[src/rtl/panel_input_decoder.sv]
// evt_fifo: small first-word-fall-through FIFO with valid/ready output handshake.
// Latency: a pushed word is visible at pop_dat the cycle after the push.
// Backpressure: pushes are dropped only when full and not popping; the writer should gate on full.
module evt_fifo #(
    parameter int W     = 8,
    parameter int DEPTH = 8
) (
    input  logic         core_clk,
    input  logic         arst_n,
    input  logic         push_vld,
    input  logic [W-1:0] push_dat,
    output logic         full,
    output logic         pop_vld,
    input  logic         pop_rdy,
    output logic [W-1:0] pop_dat
);
    localparam int AW = $clog2(DEPTH);

    logic [W-1:0]  mem [DEPTH];
    logic [AW-1:0] wr_ptr;
    logic [AW-1:0] rd_ptr;
    logic [AW:0]   count;
    logic          do_pop;
    logic          do_push;

    assign full    = (count == (AW+1)'(DEPTH));
    assign pop_vld = (count != '0);
    assign pop_dat = mem[rd_ptr];
    assign do_pop  = pop_vld & pop_rdy;
    // A full FIFO may still take a word in the same cycle one leaves.
    assign do_push = push_vld & (~full | do_pop);

    // Storage array; no reset needed since contents are qualified by count.
    always_ff @(posedge core_clk) begin
        if (do_push) mem[wr_ptr] <= push_dat;
    end

    // Pointers wrap naturally at the power-of-two depth.
    always_ff @(posedge core_clk or negedge arst_n) begin
        if (!arst_n) begin
            wr_ptr <= '0;
            rd_ptr <= '0;
            count  <= '0;
        end else begin
            if (do_push) wr_ptr <= wr_ptr + 1'b1;
            if (do_pop)  rd_ptr <= rd_ptr + 1'b1;
            case ({do_push, do_pop})
                2'b10:   count <= count + 1'b1;
                2'b01:   count <= count - 1'b1;
                default: count <= count;
            endcase
        end
    end
endmodule

// panel_input_decoder: debounces buttons, decodes quadrature encoders, queues change events.
// Latency: BTN_STATE/ENC_POS update 1 cycle after FRAME_VALID; event reaches EVT_VALID 2 cycles after.
// Backpressure: EVT_READY low fills the FIFO, then per-source pending flags hold; a re-hit flag sets EVT_OVF.
module panel_input_decoder #(
    parameter int N_BITS     = 24,
    parameter int N_ENC      = 4,
    parameter int DEB_FRAMES = 4,
    parameter int CNT_W      = 8,
    parameter int FIFO_DEPTH = 8
) (
    input  logic                     CLK_IN,
    input  logic                     RST_N,
    input  logic                     FRAME_VALID,
    input  logic [N_BITS-1:0]        IN_BITS,
    output logic [N_BITS-2*N_ENC-1:0] BTN_STATE,
    output logic [N_ENC*CNT_W-1:0]   ENC_POS,
    output logic                     EVT_VALID,
    output logic [7:0]               EVT_DATA,
    input  logic                     EVT_READY,
    output logic                     EVT_OVF,
    input  logic                     CLR_OVF
);
    localparam int NB = N_BITS - 2*N_ENC;
    localparam int NS = NB + N_ENC;          // sources: encoders first, then buttons
    localparam int DW = $clog2(DEB_FRAMES + 1);
    localparam int SW = $clog2(NS);

    logic [NB-1:0]    btn_state;
    logic [DW-1:0]    btn_cnt [NB];
    logic [1:0]       enc_prev [N_ENC];
    logic [N_ENC-1:0] enc_primed;
    logic [CNT_W-1:0] enc_pos [N_ENC];
    logic [N_ENC-1:0] enc_inc;
    logic [N_ENC-1:0] enc_dec;

    logic [NS-1:0]    pend;
    logic [NS-1:0]    pend_dir;
    logic [NS-1:0]    ev_set;
    logic [NS-1:0]    ev_dir;
    logic [NS-1:0]    scan_clr;
    logic             scan_hit;
    logic [SW-1:0]    scan_idx;
    logic             push_vld;
    logic [7:0]       push_dat;
    logic             fifo_full;
    logic             ovf_set;
    logic             evt_ovf;

    // Map {B,A} gray code to a 2-bit position so steps become a modular difference.
    function automatic logic [1:0] gray2bin(input logic [1:0] g);
        return {g[1], g[1] ^ g[0]};
    endfunction

    // Per-frame event detection for buttons about to flip and encoders that stepped.
    always_comb begin
        ev_set  = '0;
        ev_dir  = '0;
        enc_inc = '0;
        enc_dec = '0;
        for (int i = 0; i < NB; i++) begin
            if (FRAME_VALID && (IN_BITS[2*N_ENC+i] != btn_state[i]) &&
                (btn_cnt[i] == DW'(DEB_FRAMES - 1))) begin
                ev_set[N_ENC+i] = 1'b1;
                ev_dir[N_ENC+i] = IN_BITS[2*N_ENC+i];
            end
        end
        for (int k = 0; k < N_ENC; k++) begin
            logic [1:0] d;
            d = gray2bin(IN_BITS[2*k +: 2]) - gray2bin(enc_prev[k]);
            if (FRAME_VALID && enc_primed[k]) begin
                // d==2 means both bits moved: direction unknown, drop it.
                if (d == 2'd1) begin
                    enc_inc[k] = 1'b1;
                    ev_set[k]  = 1'b1;
                    ev_dir[k]  = 1'b1;
                end else if (d == 2'd3) begin
                    enc_dec[k] = 1'b1;
                    ev_set[k]  = 1'b1;
                end
            end
        end
    end

    // Priority scan: lowest-indexed pending source wins (encoders occupy the low indices).
    always_comb begin
        scan_hit = |pend;
        scan_idx = '0;
        for (int s = NS - 1; s >= 0; s--) begin
            if (pend[s]) scan_idx = SW'(s);
        end
        push_vld = scan_hit & ~fifo_full;
        scan_clr = '0;
        if (push_vld) scan_clr[scan_idx] = 1'b1;
        if (int'(scan_idx) < N_ENC)
            push_dat = {1'b1, pend_dir[scan_idx], 1'b0, 5'(scan_idx)};
        else
            push_dat = {1'b0, pend_dir[scan_idx], 1'b0, 5'(int'(scan_idx) - N_ENC)};
        // An event landing on a flag being pushed this cycle loses nothing.
        ovf_set = |(ev_set & pend & ~scan_clr);
    end

    // Button debounce: count consecutive differing frames, flip on the DEB_FRAMES-th.
    always_ff @(posedge CLK_IN or negedge RST_N) begin
        if (!RST_N) begin
            btn_state <= '0;
            for (int i = 0; i < NB; i++) btn_cnt[i] <= '0;
        end else if (FRAME_VALID) begin
            for (int i = 0; i < NB; i++) begin
                if (IN_BITS[2*N_ENC+i] == btn_state[i]) begin
                    btn_cnt[i] <= '0;
                end else if (btn_cnt[i] == DW'(DEB_FRAMES - 1)) begin
                    btn_state[i] <= ~btn_state[i];
                    btn_cnt[i]   <= '0;
                end else begin
                    btn_cnt[i] <= btn_cnt[i] + 1'b1;
                end
            end
        end
    end

    // Encoder tracking: first frame only primes prev; counters wrap modulo 2^CNT_W.
    always_ff @(posedge CLK_IN or negedge RST_N) begin
        if (!RST_N) begin
            enc_primed <= '0;
            for (int k = 0; k < N_ENC; k++) begin
                enc_prev[k] <= '0;
                enc_pos[k]  <= '0;
            end
        end else if (FRAME_VALID) begin
            enc_primed <= '1;
            for (int k = 0; k < N_ENC; k++) begin
                enc_prev[k] <= IN_BITS[2*k +: 2];
                if (enc_inc[k])      enc_pos[k] <= enc_pos[k] + 1'b1;
                else if (enc_dec[k]) enc_pos[k] <= enc_pos[k] - 1'b1;
            end
        end
    end

    // Pending flags: new events set (newest direction wins), scanner pushes clear.
    always_ff @(posedge CLK_IN or negedge RST_N) begin
        if (!RST_N) begin
            pend     <= '0;
            pend_dir <= '0;
            evt_ovf  <= 1'b0;
        end else begin
            pend     <= (pend & ~scan_clr) | ev_set;
            pend_dir <= (pend_dir & ~ev_set) | (ev_dir & ev_set);
            if (ovf_set)      evt_ovf <= 1'b1;
            else if (CLR_OVF) evt_ovf <= 1'b0;
        end
    end

    evt_fifo #(.W(8), .DEPTH(FIFO_DEPTH)) u_evt_fifo (
        .core_clk (CLK_IN),
        .arst_n   (RST_N),
        .push_vld (push_vld),
        .push_dat (push_dat),
        .full     (fifo_full),
        .pop_vld  (EVT_VALID),
        .pop_rdy  (EVT_READY),
        .pop_dat  (EVT_DATA)
    );

    assign BTN_STATE = btn_state;
    assign EVT_OVF   = evt_ovf;

    for (genvar k = 0; k < N_ENC; k++) begin : g_pos
        assign ENC_POS[k*CNT_W +: CNT_W] = enc_pos[k];
    end
endmodule

[config.mk]
export PLATFORM = sky130hd
export DESIGN_NAME = panel_input_decoder
export DESIGN_NICKNAME = d
export VERILOG_FILES = /design/src/rtl/panel_input_decoder.sv
export SDC_FILE = /design/constraint.sdc
export NUM_CORES = 1
export LEC_CHECK = 0
export CORE_ASPECT_RATIO = 0.75
export CORE_MARGIN = 2
export CORE_UTILIZATION = 59
export CTS_CLUSTER_DIAMETER = 150
export CTS_CLUSTER_SIZE = 24
export DETAILED_ROUTE_END_ITERATION = 12
export PLACE_DENSITY_LB_ADDON = 0.25
export SETUP_SLACK_MARGIN = 0.3
export SLEW_MARGIN = 20
export SYNTH_ARGS = -nofsm -noshare
export SYNTH_HDL_FRONTEND = slang
export SYNTH_SLANG_ARGS = --single-unit
[constraint.sdc]
create_clock -name CLK_IN -period 3.8 [get_ports CLK_IN]
set_clock_uncertainty 0.2 [all_clocks]
set_input_delay 0.38 -clock CLK_IN [delete_from_list [all_inputs] [get_ports CLK_IN]]
set_output_delay 0.38 -clock CLK_IN [all_outputs]
set_load 0.05 [all_outputs]
==> impl_metrics.json, run 1 <==
{
  "status": "finished, final reports clean",
  "nets": 1111,
  "tightest_slew_ns": 1.052,
  "clk_pin_slew_ns": 0.10,
  "cts_buffers": 12,
  "dp_cells": 1252,
  "floorplan.initialDensity": 0.6045,
  "clock-sinks": 212,
  "switching_share": 0.4257,
  "leakage_nw": 5.171,
  "hp-class": "primary input to flip-flop",
  "drc": 0,
  "rsz0062_at_grt": "false",
  "port_buffers": 85,
  "ir_worst_vdd_uv": 447.8,
  "arrival_ns": 3.50,
  "synth_cells": 929,
  "syn_to_final_growth_pct": 15.48,
  "gp_congestion": 0.9295,
  "grt_pass1_wl_um": 36430,
  "power_frac_seq": 0.362,
  "grtUsageTotal": 0.2334,
  "insertion_delay_ns": 0.47,
  "synth_top_area_cell": "dfrtp_1",
  "first_pass_iters": 5,
  "vias_per_cell": 5.678,
  "slew_viol_final": 0,
  "synth-edff-count": 56,
  "synth_area_um2": 10670,
  "final_common_cell": "dfrtp_1",
  "ant_nets": 0,
  "finalCriticalPeriod_ns": 3.300,
  "cts_tree": "yes",
  "holdWs_ns": 0.2634,
  "post-route-period-util": 0.8685,
  "clock_path_buffers": 3,
  "layout_common_cells": "dfrtp_1, clkdlybuf4s50_1, o21ai_0",
  "synth_ff_type": "dfrtp_1",
  "grt_antenna_before_repair": 0,
  "slew_headroom": 0.2890,
  "die_y_um": 120.5,
  "drt_iter0_markers": 431,
  "hold_viol_final": 0,
  "fmax_mhz": 303.0,
  "grt_start_max_net_pins": 77,
  "hpwl_um": 15480,
  "fin_util": 0.6981,
  "syn-num-nets": 1013,
  "ys_async_sr_fraction": 0.7358,
  "finalSetupTns_ns": 0,
  "gr-total-overflow": 0,
  "postSynthAreaPerCell_um2": 11.49,
  "num_rows": 42,
  "final_cells": 1272,
  "cap_violations": 0,
  "setup_viol": 0,
  "vias": 7222,
  "ys_ff_latch": 212,
  "antennaDiodeCount": 0,
  "worstPathRequired_ns": 4.00,
  "core-area_um2": 17660,
  "fin_total_pwr_mw": 10.90,
  "cts_max_level": 1,
  "clock_power_share": 0.129,
  "power.density_cell_area_nw_per_um2": 884.3,
  "path_class": "flip-flop to flip-flop",
  "root_buffer": "clkbuf_16",
  "yosysTopAreaCellShare": 0.3657,
  "synth_cell_types": 71,
  "drt_wl_total_um": 21500,
  "crit_fanout": 3,
  "grt_pass1_vias": 7248,
  "p_comb_frac": 0.509,
  "p_sw_mw": 4.641,
  "wl_per_cell_um": 16.90,
  "synth_warnings": 0,
  "pin_count": 87,
  "die_width_um": 159.3,
  "ys_seq_area_frac": 0.5233,
  "setup.worst_path.end_class": "flip-flop",
  "post_route_cells_drive_above_1_share": 0.1165,
  "yosys-top-cells-area": "dfrtp_1, edfxtp_1, ha_1",
  "critPathLaunchType": "flip-flop",
  "die_area_um2": 19190,
  "cellInternalPower_mw": 6.260
}
cells by family (layout without fill, tap and decap cells):
kind of cell	after synthesis	after routing	synth area share
AO/OA/AOI/OAI	181	181	0.1087
adder cells (fa/ha/maj)	55	55	0.06799
other	1	1	0.0003513
AND/OR/NAND/NOR	251	251	0.1255
XOR/XNOR	77	77	0.06318
multiplexers	59	59	0.07643
buffers and inverters	93	194	0.03458
flip-flops	212	212	0.5233
layout make-up:
type	count	area, um2
sequential	212	5585
fill	1301	5330
multi-input combinational	624	4743
timing repair buffer	114	1092
clock buffer	16	336.6
tap	242	302.8
inverter	63	236.5
clock inverter	1	30.03
critical path, cell delays in order (launching register included):
cell and delay (ns):
dfrtp_1 0.42, xor2_1 0.16, ha_1 0.27, or2_2 0.30, nand2b_1 0.19, ha_1 0.29, a21o_1 0.17, a21oi_1 0.21
nor2b_1 0.07, o21a_1 0.19, o41a_1 0.32, xor2_1 0.15, nor2_1 0.12, xor2_1 0.15
power groups by stage:
stage          combinational (mW)  clock, mW  sequential [mW]
6_report                     5.55       1.41             3.94
3_5_place_dp                 5.50          0             3.98
4_1_cts                      5.53       1.43             3.94
2_1_floorplan                3.22          0             4.61
3_3_place_gp                 5.35          0             3.95
5_1_grt                      6.08       1.52             4.05
repair_timing:
item | CTS | global route
endpoints found under the setup margin | 0 | 11
buffers inserted | 0 | 2
gates resized for setup | 0 | 5
hold buffers | 1 | 0
endpoints found under the hold margin | 74 | 0
worst paths after layout:
path | from | endpoint | slack, ns | cells after the start
worst max-delay path | enc_prev[5] | ENC_POS[15] | 0.50 | 13
max in group asynchronous | RST_N | btn_cnt[34] | 2.27 | 3
worst min register to register | ENC_POS[7] | ENC_POS[7] | 0.27 | 1
worst min-delay path | FRAME_VALID | btn_cnt[36] | 0.26 | 3
worst max register to register | enc_prev[5] | ENC_POS[15] | 0.50 | 13
min in group asynchronous | RST_N | ENC_POS[6] | 0.29 | 2
stage by stage:
step	setup slack (ns)	cell area [um2]
2_1_floorplan	0.3152	10670
3_3_place_gp	0.1107	11910
3_5_place_dp	0.03041	11910
4_1_cts	0.3077	12290
5_1_grt	0.2989	12330
6_report	0.4996	12330
per-layer routing:
layer | track usage | vias up | part of all wire
li1 | - | 3492 | -
met1 | 0.3363 | 3548 | 0.48
met2 | 0.3840 | 150 | 0.46
met3 | 0.03190 | 32 | 0.047
met4 | 0.05114 | 0 | 0.018
met5 | 0 | - | 0
state kept, by name (all words and copies together), names as in the netlist, named ones only:
signal             count
u_evt_fifo.rd_ptr      3
u_evt_fifo.mem        56
ENC_POS               32
u_evt_fifo.wr_ptr      3
enc_prev               8
btn_cnt               48
enc_primed             1
BTN_STATE             16
EVT_OVF                1
pend                  20
u_evt_fifo.count       4
Yosys cell counts (4+ instances only):
cell	count
nand3b_1	5
and2_1	4
a21oi_1	23
nor4bb_1	9
nor3_1	11
ha_1	50
nand2b_1	20
mux2_2	40
a21o_1	21
o31ai_1	9
mux4_2	14
nand3_1	42
mux2i_1	5
dfrtp_1	156
o21ai_0	72
xnor2_1	42
o21a_1	13
nor4_1	6
nor2b_1	11
a221oi_1	4
or2_2	5
edfxtp_1	56
nand2_1	66
o211ai_1	6
xor2_1	35
fa_1	5
inv_1	62
clkbuf_1	23
nor2_1	50
Power figures use the tool's default switching activity.
==> inputs of run 2 (changes only) <==
--- a/config.mk
+++ b/config.mk
@@ -7,12 +7,13 @@
 export LEC_CHECK = 0
 export CORE_ASPECT_RATIO = 0.75
 export CORE_MARGIN = 2
-export CORE_UTILIZATION = 59
+export CORE_UTILIZATION = 53
 export CTS_CLUSTER_DIAMETER = 150
 export CTS_CLUSTER_SIZE = 24
 export DETAILED_ROUTE_END_ITERATION = 12
 export PLACE_DENSITY_LB_ADDON = 0.25
 export SETUP_SLACK_MARGIN = 0.3
+export SKIP_LAST_GASP = 1
 export SLEW_MARGIN = 20
 export SYNTH_ARGS = -nofsm -noshare
 export SYNTH_HDL_FRONTEND = slang
==> constraint.sdc (replaced) <==
create_clock -name CLK_IN -period 2.9 [get_ports CLK_IN]
set_clock_uncertainty 0.2 [all_clocks]
set_input_delay 0.29 -clock CLK_IN [delete_from_list [all_inputs] [get_ports CLK_IN]]
set_output_delay 0.29 -clock CLK_IN [all_outputs]
set_load 0.05 [all_outputs]
==> impl_metrics.json, run 2 (synthesis gave the netlist of run 1 again) <==
{
  "status": "finished with violations",
  "violations": "negative setup slack",
  "grt_start_max_net_pins": 52,
  "setup.worst_path.end_class": "flip-flop",
  "placed_cell_area_um2": 13010,
  "largest_reg_flops": 56,
  "die_area_um2": 21300,
  "core-area_um2": 19540,
  "gp_congestion": 0.9108,
  "first_pass_iters": 5,
  "hp-class": "primary input to flip-flop",
  "cpMostUsedCell": "xnor2_1",
  "leakage_nw": 6.075,
  "largest-register": "u_evt_fifo.mem",
  "die_y_um": 126.9,
  "ant_nets": 0,
  "syn_to_final_growth_pct": 33.18,
  "clock_power_share": 0.116,
  "antennaDiodeCount": 0,
  "slowest_delay_ns": 0.41,
  "layout_common_cells": "buf_4, dfrtp_1, clkdlybuf4s50_1",
  "floorplan.initialDensity": 0.5462,
  "nets": 1262,
  "grt_antenna_before_repair": 1,
  "r2r_slack_ns": -0.18,
  "drt_iter0_markers": 508,
  "holdWs_ns": 0.09359,
  "setup_viol": 18,
  "grt_pass1_wl_um": 40240,
  "finalCriticalPeriod_ns": 3.078,
  "gr-total-overflow": 0,
  "pin_count": 87,
  "cts_max_level": 1,
  "drt_wl_total_um": 24950,
  "clock_path_buffers": 3,
  "tightest_slew_ns": 0.6334,
  "vias_per_cell": 5.533,
  "wl_per_cell_um": 17.37,
  "setup_slack_ns": -0.1777,
  "power.density_cell_area_nw_per_um2": 1148,
  "hpwl_um": 17340,
  "final_cell_area_um2": 14220,
  "root_buffer": "clkbuf_16",
  "fill_cells": 1328,
  "fin_util": 0.7274,
  "path_class": "flip-flop to flip-flop",
  "cts_tree": "yes",
  "cts_buffers": 12,
  "insertion_delay_ns": 0.48,
  "grtUsageTotal": 0.2347,
  "clk_pin_slew_ns": 0.10,
  "grt_pass1_vias": 7961,
  "rsz0062_at_grt": "true",
  "port_buffers": 85,
  "hold_viol_final": 0,
  "cap_violations": 0,
  "crit_path_top_delay_cell": "dfrtp_1",
  "final_common_cell": "buf_4",
  "slew_headroom": 0.5720,
  "critPathLaunchType": "flip-flop",
  "cp_cell_sequence": "xor2_1, ha_2, and3b_2, buf_12, nand2_8, ha_4, a21o_1, a21oi_2, nor2b_1, o21a_1, o41a_1, xnor2_1, nand2_1, xnor2_1",
  "p_sw_mw": 6.836,
  "num_rows": 44,
  "place_ws_ns": -0.5641,
  "drc": 0,
  "slew_viol_final": 0,
  "crit_fanout": 6,
  "p_comb_frac": 0.567,
  "fin_total_pwr_mw": 16.32,
  "switching_share": 0.4187,
  "fmax_mhz": 324.9,
  "ir_worst_vdd_uv": 574.5,
  "arrival_ns": 3.26,
  "post-route-period-util": 1.061,
  "power_frac_seq": 0.316,
  "vias": 7945,
  "post_route_cells_drive_above_1_share": 0.3136,
  "cellInternalPower_mw": 9.488,
  "clock-sinks": 212,
  "die_width_um": 167.9,
  "worstPathRequired_ns": 3.08
}
## run 2: worst paths after layout
check	from	endpoint	depth (start not counted)
max	enc_prev[1]	ENC_POS[31]	14
min	FRAME_VALID	btn_cnt[33]	3
max reg2reg	enc_prev[1]	ENC_POS[31]	14
min reg2reg	ENC_POS[15]	ENC_POS[15]	1
max in group asynchronous	RST_N	u_evt_fifo.rd_ptr[0]	3
min in group asynchronous	RST_N	ENC_POS[8]	2
## run 2: critical path, delay by kind of cell (launching register included)
| kind | cells | cell delay (ns) |
|---|---|---|
| AOI/OAI and AO/OA | 4 | 0.83 |
| xor gates and xnor gates | 3 | 0.44 |
| DFF | 1 | 0.41 |
| and+or+nand+nor | 4 | 0.49 |
| buffers and inverters | 1 | 0.12 |
| adders and majority gates | 2 | 0.51 |
## run 2: cell type report
cell class              instances  area [um2]  area share
clock buffers                  18       344.1     0.02420
clock inverters                 1       30.03    0.002112
repair buffers                265        2360      0.1660
multi-input cells             624        5334      0.3752
inverters                      63       241.5     0.01699
well taps                     253       316.6     0.02227
flip-flops and latches        212        5590      0.3932
## run 2: power groups by stage
stage	combinational [mW]	sequential [mW]	clock, mW
after global routing	10.0	5.29	2.04
after floorplan	4.48	6.08	0
after detailed placement	8.41	5.18	0
after global placement	8.17	5.13	0
final	9.26	5.16	1.90
after CTS	8.83	5.14	1.93
## run 2: metal layers
layer  track usage  vias to the layer above  part of all wire
met3       0.03432                       38             0.045
met4       0.05371                        2             0.018
li1              -                     3793                 -
met5             0                        -           0.00056
met1        0.3335                     3940              0.46
met2        0.3865                      172              0.48
## run 2: what timing repair did
item,CTS,global route
resized for setup,58,63
gates cloned,0,1
pin swaps,44,31
endpoints found under the setup margin,52,112
setup buffers,19,22
hold buffers,1,0
endpoints found under the hold margin,85,0
## run 2: per-stage QoR
step | std cells | setup TNS (ns)
after detailed placement | 1374 | -8.821
after global placement | 1374 | -7.323
after global routing | 1436 | -4.210
after floorplan | 929 | -0.5600
after CTS | 1413 | -1.474
final | 1436 | -2.313
